**config.mk**
```make
export PLATFORM = sky130hd
export DESIGN_NAME = seq_pattern_detector
export DESIGN_NICKNAME = d
export VERILOG_FILES = /design/src/rtl/seq_pattern_detector.sv
export SDC_FILE = /design/constraint.sdc
export NUM_CORES = 1
export LEC_CHECK = 0
export CAP_MARGIN = 10
export CELL_PAD_IN_SITES_DETAIL_PLACEMENT = 2
export CELL_PAD_IN_SITES_GLOBAL_PLACEMENT = 2
export CORE_MARGIN = 2
export CORE_UTILIZATION = 31
export DETAILED_ROUTE_END_ITERATION = 8
export PLACE_DENSITY_LB_ADDON = 0.1
export SLEW_MARGIN = 15
export SYNTH_ARGS = -nofsm -noshare
export SYNTH_HDL_FRONTEND = slang
export SYNTH_SLANG_ARGS = --single-unit
```
**constraint.sdc**
```tcl
create_clock -name clock -period 6.4 [get_ports clock]
set_input_delay 1.28 -clock clock [delete_from_list [all_inputs] [get_ports clock]]
set_output_delay 1.28 -clock clock [all_outputs]
set_load 0.05 [all_outputs]
```
**src/rtl/seq_pattern_detector.sv**
```systemverilog
// seq_pattern_detector
// Serial sequence detector. It shifts in one bit on each enabled clock and
// compares the last N bits against NPAT patterns that can be reloaded at
// runtime. Outputs are a registered per-pattern match pulse, sticky flags,
// a saturating match counter and the number of valid history bits.
//
// Handshake/strobe semantics: there is no backpressure. A bit on w is
// consumed on every rising clock edge where enable=1, pat_load=0 and
// reset=0. If pat_load is high, the concurrent sample is dropped.
// Priority is reset > pat_load > enable. clr_count is independent of the
// sample path: a hit on the same edge is recorded after the clear.
module seq_pattern_detector #(
    parameter int                 N        = 4,
    parameter int                 NPAT     = 2,
    parameter int                 CNT_W    = 8,
    parameter logic [N*NPAT-1:0]  PAT_INIT = {4'b1101, 4'b1111}
) (
    input  logic                     clock,
    input  logic                     reset,
    input  logic                     enable,
    input  logic                     w,
    input  logic                     overlap,
    input  logic                     pat_load,
    input  logic [N*NPAT-1:0]        pat_in,
    input  logic                     clr_count,
    output logic [NPAT-1:0]          match,
    output logic                     any_match,
    output logic [NPAT-1:0]          sticky,
    output logic [CNT_W-1:0]         match_count,
    output logic [$clog2(N+1)-1:0]   fill
);

    localparam int                  FILL_W    = $clog2(N + 1);
    localparam logic [FILL_W-1:0]   FILL_FULL = FILL_W'(N);
    localparam logic [CNT_W-1:0]    CNT_MAX   = '1;

    // History register: hist_q[0] is the newest bit, hist_q[N-1] the oldest.
    logic [N-1:0]         hist_q, hist_d, hist_shift;
    logic [FILL_W-1:0]    fill_q, fill_d, fill_inc;
    logic [NPAT-1:0]      match_q, match_d;
    logic [NPAT-1:0]      sticky_q, sticky_d, sticky_base;
    logic [CNT_W-1:0]     count_q, count_d, count_base;
    logic [N*NPAT-1:0]    pat_q, pat_d;
    logic [NPAT-1:0]      hit;
    logic                 sample;

    // Look at the window the current sample would produce and compare it
    // against every pattern. A hit needs N valid bits in that window.
    always_comb begin
        sample     = enable && !pat_load;
        hist_shift = {hist_q[N-2:0], w};
        fill_inc   = (fill_q == FILL_FULL) ? FILL_FULL : fill_q + FILL_W'(1);
        hit        = '0;
        for (int i = 0; i < NPAT; i++) begin
            hit[i] = sample && (fill_inc == FILL_FULL) &&
                     (hist_shift == pat_q[i*N +: N]);
        end
    end

    // Next state for history, fill level, pattern bank and match pulse.
    always_comb begin
        hist_d  = hist_q;
        fill_d  = fill_q;
        pat_d   = pat_q;
        match_d = '0;
        if (pat_load) begin
            // A new pattern bank invalidates the window collected so far.
            pat_d  = pat_in;
            hist_d = '0;
            fill_d = '0;
        end else if (enable) begin
            hist_d  = hist_shift;
            match_d = hit;
            // In non-overlapping mode a hit consumes the window, so the
            // next match needs N fresh samples. hist still shifts.
            if ((|hit) && !overlap) begin
                fill_d = '0;
            end else begin
                fill_d = fill_inc;
            end
        end
    end

    // Counter and sticky flags: apply the clear first, then record any hit.
    always_comb begin
        count_base  = clr_count ? '0 : count_q;
        sticky_base = clr_count ? '0 : sticky_q;
        count_d     = count_base;
        sticky_d    = sticky_base | hit;
        // Count one per sample, even when several patterns hit together.
        if ((|hit) && (count_base != CNT_MAX)) begin
            count_d = count_base + CNT_W'(1);
        end
    end

    // State registers with synchronous active-high reset.
    always_ff @(posedge clock) begin
        if (reset) begin
            hist_q   <= '0;
            fill_q   <= '0;
            match_q  <= '0;
            sticky_q <= '0;
            count_q  <= '0;
            pat_q    <= PAT_INIT;
        end else begin
            hist_q   <= hist_d;
            fill_q   <= fill_d;
            match_q  <= match_d;
            sticky_q <= sticky_d;
            count_q  <= count_d;
            pat_q    <= pat_d;
        end
    end

    assign match       = match_q;
    assign any_match   = |match_q;
    assign sticky      = sticky_q;
    assign match_count = count_q;
    assign fill        = fill_q;

endmodule

```
==> results.py, run 1 <==
metrics = {
    "worst_setup_path": {
        "cp-start-kind": "input port",
        "cp_slowest_cell": "nor4_2",
        "crit_type": "input port to flip-flop",
        "crit_path_end": "match_count[5]",
        "r2r-start": "fill[0]",
        "r2r_setup_slack_ns": 3.97,
        "path_buf_inv": 1,
        "worst_ep_arrival_time_ns": 3.61,
        "critPathLaunch": "w",
        "worst-path-stages": 6,
        "path_max_fanout": 10,
        "path_cells": "clkdlybuf4s50_1, xor2_1, nor4_2, o211ai_2, nor4_1, mux2_1",
        "cp_data_required_time_ns": 6.57,
        "path_delay_family": "simple AND/OR/NAND/NOR gates",
        "reg2reg_depth": 7,
        "worstReg2RegEnd": "match_count[5]",
        "cp-end-kind": "flip-flop",
        "critPathMaxStageDelay_ns": 0.58,
    },
    "logic_synthesis": {
        "synth_ff_type": "dfxtp_1",
        "synth_area_um2": 1280,
        "synth_top_area_cell": "dfxtp_1",
        "yosys_register_bits": 26,
        "syn_avg_cell_area_um2": 9.25,
        "synthArstFlopShare": 0,
        "synth_cell_type_count": 36,
        "synth_top_cell_area_share": 0.408,
        "ys_top_cells_by_area": "dfxtp_1 (41%), mux2i_1 (8.6%), xor2_1 (5.5%)",
        "syn_inst": 138,
        "synth.most_common_cell": "dfxtp_1",
        "synth_edf_count": 0,
        "yosysWarnings": 0,
        "syn-num-nets": 156,
        "ys_seq_area_frac": 0.408,
        "synth_commonest_cells": "dfxtp_1 (26), mux2i_1 (11), nor2_1 (11)",
    },
    "global_route": {
        "grt_start_max_net_pins": 15,
        "grt_usage": 0.170,
        "grt_overflow": 0,
        "grt_pass1_wl_um": 5830,
        "grt_pass1_vias": 1248,
        "antenna_found_initial": 0,
    },
    "clocking": {
        "cts_resized": 0,
        "post-cts-setup-buffer-count": 0,
        "cts_buffers": 3,
        "clkTransAtPathRegs_ns": 0.09,
        "clk_latency_ns": 0.28,
        "cts-hold-fix-buffers": 0,
        "cts.sinks": 26,
        "cts_tree": "done",
        "h-tree-depth": 1,
        "root_buffer": "clkbuf_8",
        "clockBufferDepth": 2,
    },
    "sta": {
        "setup_violations": 0,
        "drv_slew": 0,
        "period_needed_ns": 3.45,
        "timing.fmax_mhz": 290,
        "maxSlewHeadroom": 0.595,
        "setup-tns-final_ns": 0,
        "finClkSkew_ns": 0.00818,
        "setup_ws_ns": 2.95,
        "rsz0062_at_grt": "no",
        "hold_viol": 0,
        "period_share": 0.539,
        "tightest_slew_ns": 0.605,
    },
    "detailed_routing": {
        "vias": 1120,
        "firstDrtPassIters": 4,
        "antenna_left": 0,
        "drc_errors": 0,
        "post_drt_wl_per_cell_um": 16.3,
        "drt_iter0_drc": 27,
        "drt_wl_total_um": 3540,
        "viasPerCell": 5.16,
    },
    "floorplan": {
        "dieHeight_um": 68.2,
        "start_util": 0.321,
        "ioPinCount": 31,
        "dieArea_um2": 4650,
        "num_rows": 23,
        "die_x_um": 68.2,
        "core_um2": 3970,
    },
    "placement": {
        "portBuffers": 30,
        "dpl_cell_area_um2": 1620,
        "place_congestion": 0.777,
        "hpwl_um": 2750,
        "pre_cts_slack_ns": 2.62,
    },
    "finish": {
        "final_area_um2": 1670,
        "fillers": 436,
        "layout-drive-gt1-share": 0.0838,
        "final_nets": 186,
        "area_growth_pct": 31.2,
        "num_antenna_cells": 0,
    },
    "min_path": {
        "hp-class": "flip-flop to flip-flop",
    },
    "run": {
        "maxCapViolCount": 0,
    },
    "outcome": {
        "status": "finished clean",
    },
    "power_and_ir_drop": {
        "vdd_drop_max_mv": 0.109,
        "power.density_nw_per_um2": 185,
        "total_leakage_power_nw": 0.669,
    },
}
==> final cells by class <==
class,count,area [um2],share of cell area
clock buffers,4,55.1,0.0329
inverters,5,18.8,0.0112
multi-input cells,102,717,0.428
flip-flops and latches,26,520,0.311
well taps,50,62.6,0.0374
repair buffers,30,300,0.179
==> worst min-delay path by stage <==
stage | startpoint | to | slack, ns | depth (start not counted)
after global routing | pat_q[1] | pat_q[1] | 0.55 | 2
final | pat_q[7] | pat_q[7] | 0.50 | 2
after floorplan | pat_q[0] | pat_q[0] | 0.46 | 2
after CTS | pat_q[7] | pat_q[7] | 0.51 | 2
after global placement | pat_q[1] | pat_q[1] | 0.48 | 2
after detailed placement | pat_q[7] | pat_q[7] | 0.48 | 2
==> kinds of logic after synthesis <==
kind of cell / Yosys count / synth area share
and+or+nand+nor: 54 / 0.230
DFF: 26 / 0.408
AOI/OAI and AO/OA: 21 / 0.117
muxes: 16 / 0.130
buffers and inverters: 10 / 0.0304
xor gates and xnor gates: 8 / 0.0549
adders and majority gates: 3 / 0.0294
==> tightest hold or removal path, delay by kind of cell, from the launching register on <==
kind             cells  cell delay, ns
multiplexers         1            0.07
AND/OR/NAND/NOR      1            0.06
flip-flops           1            0.35
==> cells in the final DEF, fill, tap and decap left out, drive strengths merged, types with 5 or more instances in the layout <==
| master | n |
|---|---|
| mux2 | 5 |
| inv | 5 |
| dfxtp | 26 |
| and2 | 5 |
| mux2i | 11 |
| nor2 | 11 |
| nand3 | 6 |
| xor2 | 8 |
| clkdlybuf4s50 | 30 |
| nor2b | 5 |
| nand2 | 9 |
| a21oi | 7 |
==> state kept, by name, indices dropped and copies added (netlist names) <==
name and cells:
hist_q 3, fill 3, pat_q 8, match_count 8, sticky 2, match 2
==> metal layers <==
metal  track usage  share of wire
met4        0.0300         0.0056
met1         0.195           0.45
met5             0              0
met2         0.319           0.51
met3        0.0395          0.033
==> power breakdown <==
| group | internal [W] | total [W] | switching [W] | leakage, nW |
|---|---|---|---|---|
| clock | 0.0000551 | 0.000109 | 0.0000539 | 0.0288 |
| sequential | 0.000165 | 0.000168 | 0.00000304 | 0.212 |
| combinational | 0.0000158 | 0.0000319 | 0.0000160 | 0.428 |
| total | 0.000236 | 0.000309 | 0.0000730 | 0.669 |
==> stage by stage <==
step	hold slack [ns]	power [W]	std cells	utilization
2_1_floorplan	0.462	0.000189	138	-
4_1_cts	0.510	0.000316	217	0.422
3_3_place_gp	0.476	0.000203	213	0.408
3_5_place_dp	0.485	0.000205	213	0.408
6_report	0.502	0.000309	217	0.422
5_1_grt	0.549	0.000325	217	0.422
No activity file was read; power rests on OpenSTA's default activity.
==> run 2, diff against run 1 <==
--- a/config.mk
+++ b/config.mk
@@ -9,7 +9,7 @@
 export CELL_PAD_IN_SITES_DETAIL_PLACEMENT = 2
 export CELL_PAD_IN_SITES_GLOBAL_PLACEMENT = 2
 export CORE_MARGIN = 2
-export CORE_UTILIZATION = 31
+export CORE_UTILIZATION = 26
 export DETAILED_ROUTE_END_ITERATION = 8
 export PLACE_DENSITY_LB_ADDON = 0.1
 export SLEW_MARGIN = 15
==> constraint.sdc (replaced) <==
create_clock -name clock -period 2.8 [get_ports clock]
set_input_delay 0.56 -clock clock [delete_from_list [all_inputs] [get_ports clock]]
set_output_delay 0.56 -clock clock [all_outputs]
set_load 0.05 [all_outputs]
==> run 2 against run 1 <==
  * Cell area increased by 5.3%
  * Register-to-register slack got worse by 3.4 ns
  * Final cell count increased by 12%
  * Clock skew decreased by 0.0028 ns
  * Sequential share of layout area decreased by 1.6 points
  * Critical path depth unchanged
  * Worst setup slack got worse by 2.5 ns
  * First-iteration DRC count increased by 63%
==> results.py, run 2 (synthesized netlist as in run 1, its figures left out) <==
metrics = {
    "outcome": {
        "status": "finished clean",
    },
    "detailed_routing": {
        "post_drt_wl_per_cell_um": 14.7,
        "antenna_left": 0,
        "vias": 1146,
        "drt_wl_total_um": 3570,
        "firstDrtPassIters": 2,
        "drc_errors": 0,
        "drt_iter0_drc": 44,
        "viasPerCell": 4.72,
    },
    "sta": {
        "maxSlewHeadroom": 0.660,
        "period_needed_ns": 2.36,
        "period_share": 0.843,
        "hold_viol": 0,
        "setup_violations": 0,
        "hold_slack_ns": 0.509,
        "drv_slew": 0,
        "setup-tns-final_ns": 0,
        "timing.fmax_mhz": 423,
        "tightest_slew_ns": 0.508,
        "rsz0062_at_grt": "no",
        "finClkSkew_ns": 0.00542,
    },
    "clocking": {
        "clkTransAtPathRegs_ns": 0.10,
        "cts.sinks": 26,
        "clk_latency_ns": 0.27,
        "post-cts-setup-buffer-count": 0,
        "cts_tree": "done",
        "cts-hold-fix-buffers": 0,
        "cts_resized": 0,
        "h-tree-depth": 1,
        "root_buffer": "clkbuf_8",
        "cts_buffers": 3,
        "clockBufferDepth": 2,
    },
    "power_and_ir_drop": {
        "vdd_drop_max_mv": 0.197,
        "fin_total_pwr_w": 0.000714,
        "power.density_nw_per_um2": 405,
        "total_leakage_power_nw": 0.714,
    },
    "floorplan": {
        "dieArea_um2": 5480,
        "die_x_um": 74.1,
        "start_util": 0.270,
        "core_um2": 4720,
        "dieHeight_um": 74.1,
        "ioPinCount": 31,
        "num_rows": 25,
    },
    "worst_setup_path": {
        "critPathMaxStageDelay_ns": 0.48,
        "reg2reg_depth": 7,
        "cp-start-kind": "input port",
        "critPathLaunch": "w",
        "cp_slowest_cell": "clkdlybuf4s50_1",
        "r2r-start": "fill[0]",
        "worst_ep_arrival_time_ns": 2.53,
        "cp_data_required_time_ns": 2.97,
        "worst-path-stages": 6,
        "crit_path_end": "match_count[7]",
        "path_max_fanout": 7,
        "crit_type": "input port to flip-flop",
        "r2r_setup_slack_ns": 0.55,
        "path_cells": "clkdlybuf4s50_1, xor2_1, nor4_2, o211ai_2, nor4_1, mux2_1",
        "worstReg2RegEnd": "match_count[7]",
        "path_delay_family": "simple AND/OR/NAND/NOR gates",
        "path_buf_inv": 1,
        "cp-end-kind": "flip-flop",
    },
    "global_route": {
        "grt_start_max_net_pins": 15,
        "grt_pass1_vias": 1286,
        "antenna_found_initial": 0,
        "grt_overflow": 0,
        "grt_pass1_wl_um": 6110,
        "grt_usage": 0.147,
    },
    "finish": {
        "finish.utilization": 0.373,
        "layout-drive-gt1-share": 0.131,
        "final_cell_mix": "clkdlybuf4s50_1 (30), dfxtp_1 (26), mux2i_1 (11), nor2_1 (11)",
        "num_antenna_cells": 0,
        "area_growth_pct": 38.1,
        "final_nets": 195,
        "final_common_cell": "clkdlybuf4s50_1",
    },
    "placement": {
        "place_congestion": 0.741,
        "portBuffers": 30,
        "hpwl_um": 2800,
    },
    "min_path": {
        "hold_depth": 2,
        "hp-class": "flip-flop to flip-flop",
    },
    "run": {
        "maxCapViolCount": 0,
    },
}
run 2: cell types whose count changed in the layout (fill, tap and decap cells not counted), sizes merged:
cell / before / now
buf: 0 / 9
run 2: layout make-up:
cell class	count	area (um2)
Inverter	5	18.8
Multi-Input combinational cell	102	717
Timing Repair Buffer	39	368
Sequential cell	26	520
Tap cell	67	83.8
Clock buffer	4	55.1
Fill cell	532	2960
run 2: stage by stage:
step,worst slack [ns],instances,area [um2]
after floorplan,0.353,138,1280
after global placement,0.138,239,1710
after detailed placement,0.115,239,1710
after CTS,0.412,243,1760
after global routing,0.192,243,1760
final,0.438,243,1760
run 2: worst min path at each step:
stage               end      from
2_1_floorplan  pat_q[0]  pat_q[0]
3_3_place_gp   pat_q[1]  pat_q[1]
3_5_place_dp   pat_q[2]  pat_q[2]
4_1_cts        pat_q[2]  pat_q[2]
5_1_grt        pat_q[1]  pat_q[1]
6_report       pat_q[2]  pat_q[2]
run 2: layer usage:
| layer | GRT usage | vias up | wire length (um) |
|---|---|---|---|
| met2 | 0.273 | 22 | 1820 |
| met5 | 0 | - | 0 |
| met1 | 0.170 | 562 | 1590 |
| li1 | - | 558 | - |
| met3 | 0.0217 | 4 | 120 |
| met4 | 0.0505 | 0 | 42 |
run 2: worst min-delay path: cells and delay by family, from the launching register on:
family / cells / cell delay, ns
flops: 1 / 0.35
mux: 1 / 0.08
simple gates: 1 / 0.06
run 2: power by group:
part | switching (W) | total [W] | internal (W) | leakage (nW)
Sequential | 0.00000726 | 0.000385 | 0.000378 | 0.212
Clock | 0.000126 | 0.000252 | 0.000126 | 0.0288
Combinational | 0.0000372 | 0.0000776 | 0.0000404 | 0.474
==> run 3, diff against run 2 <==
==> constraint.sdc (replaced) <==
create_clock -name clock -period 2 [get_ports clock]
set_input_delay 0.4 -clock clock [delete_from_list [all_inputs] [get_ports clock]]
set_output_delay 0.4 -clock clock [all_outputs]
set_load 0.05 [all_outputs]
==> run 3 against run 2 <==
  * Flip-flop and latch count did not move
  * Die area did not move
  * Total power rose by 42%
==> results.py, run 3 (synthesized netlist as in run 1, its figures left out) <==
metrics = {
    "outcome": {
        "status": "finished clean",
    },
    "power_and_ir_drop": {
        "p_switching_w": 0.000249,
        "pwr-share-comb": 0.127,
        "total_leakage_power_nw": 0.849,
        "clkPwrFrac": 0.344,
        "power.density_nw_per_um2": 507,
        "switching_share": 0.245,
        "seqPwrFrac": 0.528,
        "internal-power_w": 0.000766,
        "vdd_drop_max_mv": 0.241,
    },
    "clocking": {
        "clk_latency_ns": 0.27,
        "cts_buffers": 3,
        "cts.sinks": 26,
        "h-tree-depth": 1,
        "cts_tree": "done",
        "clkTransAtPathRegs_ns": 0.09,
        "clockBufferDepth": 2,
        "cts-hold-fix-buffers": 0,
        "root_buffer": "clkbuf_8",
    },
    "detailed_routing": {
        "drt_wl_total_um": 4140,
        "vias": 1237,
        "firstDrtPassIters": 2,
        "drc_errors": 0,
        "highest_layer": "met4",
        "post_drt_wl_per_cell_um": 15.9,
        "drt-met1-wl_um": 1680,
        "met2_length_um": 2310,
        "met3_length_um": 94,
        "viasPerCell": 4.74,
        "antenna_left": 0,
        "drt_iter0_drc": 26,
    },
    "placement": {
        "dpl_cell_area_um2": 1850,
        "place_congestion": 0.751,
        "dp_cells": 255,
        "portBuffers": 30,
        "hpwl_um": 3250,
    },
    "global_route": {
        "grt_start_max_net_pins": 15,
        "grt_pass1_vias": 1380,
        "grt_overflow": 0,
        "grt_usage": 0.161,
        "antenna_found_initial": 0,
        "grt_pass1_wl_um": 6710,
    },
    "min_path": {
        "hold_start": "sticky[1]",
        "hold_depth": 2,
        "min_to": "sticky[1]",
        "hp-class": "flip-flop to flip-flop",
    },
    "finish": {
        "final_nets": 213,
        "layout-drive-gt1-share": 0.284,
        "final_cell_mix": "clkdlybuf4s50_1 (26), buf_4 (26), dfxtp_1 (21), mux2i_1 (11), nor2_1 (11)",
        "fillers": 517,
        "num_antenna_cells": 0,
        "register_area_um2": 534,
        "fin_cells": 261,
        "multi_input_area_um2": 803,
        "area_growth_pct": 57.1,
        "final_area_um2": 2000,
    },
    "floorplan": {
        "start_util": 0.270,
        "dieHeight_um": 74.1,
        "ioPinCount": 31,
        "core_um2": 4720,
        "num_rows": 25,
        "die_x_um": 74.1,
        "dieArea_um2": 5480,
    },
    "sta": {
        "drv_slew": 0,
        "setup_violations": 0,
        "timing.fmax_mhz": 514,
        "period_needed_ns": 1.94,
        "hold_viol": 0,
        "maxSlewHeadroom": 0.656,
        "finClkSkew_ns": 0.00282,
        "period_share": 0.972,
        "tightest_slew_ns": 0.515,
    },
    "worst_setup_path": {
        "r2r-start": "fill[0]",
        "cp-start-kind": "flip-flop",
        "worstReg2RegEnd": "match_count[0]",
        "cp-end-kind": "primary output",
        "worst_ep_arrival_time_ns": 1.54,
        "reg2reg_depth": 8,
        "r2r_setup_slack_ns": 0.10,
        "path_max_fanout": 3,
        "cp_data_required_time_ns": 1.60,
        "crit_type": "flip-flop to primary output",
    },
    "run": {
        "maxCapViolCount": 0,
    },
}
run 3: changes by cell type in the layout (fill, tap and decap cells not counted), moves of 3 or more:
cell | before | now
dfxtp_4 | 0 | 3
clkdlybuf4s50_1 | 30 | 26
dfxtp_1 | 26 | 21
buf_4 | 9 | 26
run 3: through the flow:
| stage | worst slack, ns | util | total power [W] | setup TNS (ns) | hold WS [ns] |
|---|---|---|---|---|---|
| 4_1_cts | 0.000651 | 0.407 | 0.00102 | 0 | 0.536 |
| 6_report | 0.0552 | 0.424 | 0.00102 | 0 | 0.525 |
| 5_1_grt | -0.0176 | 0.424 | 0.00107 | -0.0319 | 0.560 |
| 3_3_place_gp | -0.392 | 0.391 | 0.000660 | -3.01 | 0.484 |
| 2_1_floorplan | 0.0293 | - | 0.000602 | 0 | 0.462 |
| 3_5_place_dp | -0.492 | 0.391 | 0.000668 | -4.24 | 0.504 |
run 3: timing repair:
action,4_1_cts,5_1_grt
setup endpoints to repair,9,9
setup buffers,0,2
gates resized for setup,7,12
pin swaps,3,3
run 3: metal layers:
layer  vias to the layer above  global-route usage
met3                         4              0.0203
met4                         0              0.0323
met5                         -                   0
met1                       617               0.178
met2                        20               0.322
li1                        596                   -
run 3: worst max path at each step:
stage,start,end,cells after the start
5_1_grt,fill[0],match_count[0],8
4_1_cts,match[1],any_match,2
2_1_floorplan,fill[0],match_count[4],7
3_5_place_dp,w,match_count[0],7
3_3_place_gp,clr_count,match_count[7],8
6_report,fill[0],fill[0],2
run 3: critical path, cell delays in order, from the launching register on:
cell,delay [ns]
dfxtp_4,0.36
buf_4,0.11
clkdlybuf4s50_1,0.80
run 3: final cells by class:
type	count	share of cell area
Tap cell	67	0.0418
Inverter	5	0.00936
Clock buffer	4	0.0275
Sequential cell	26	0.267
Timing Repair Buffer	57	0.254
Multi-Input combinational cell	102	0.401
run 3: power groups by stage:
stage / logic, W / registers, W / clock network, W
floorplan: 0.0000518 / 0.000551 / 0
global placement: 0.000112 / 0.000548 / 0
detailed placement: 0.000119 / 0.000549 / 0
CTS: 0.000119 / 0.000537 / 0.000368
global route: 0.000140 / 0.000539 / 0.000388
finish: 0.000129 / 0.000537 / 0.000350
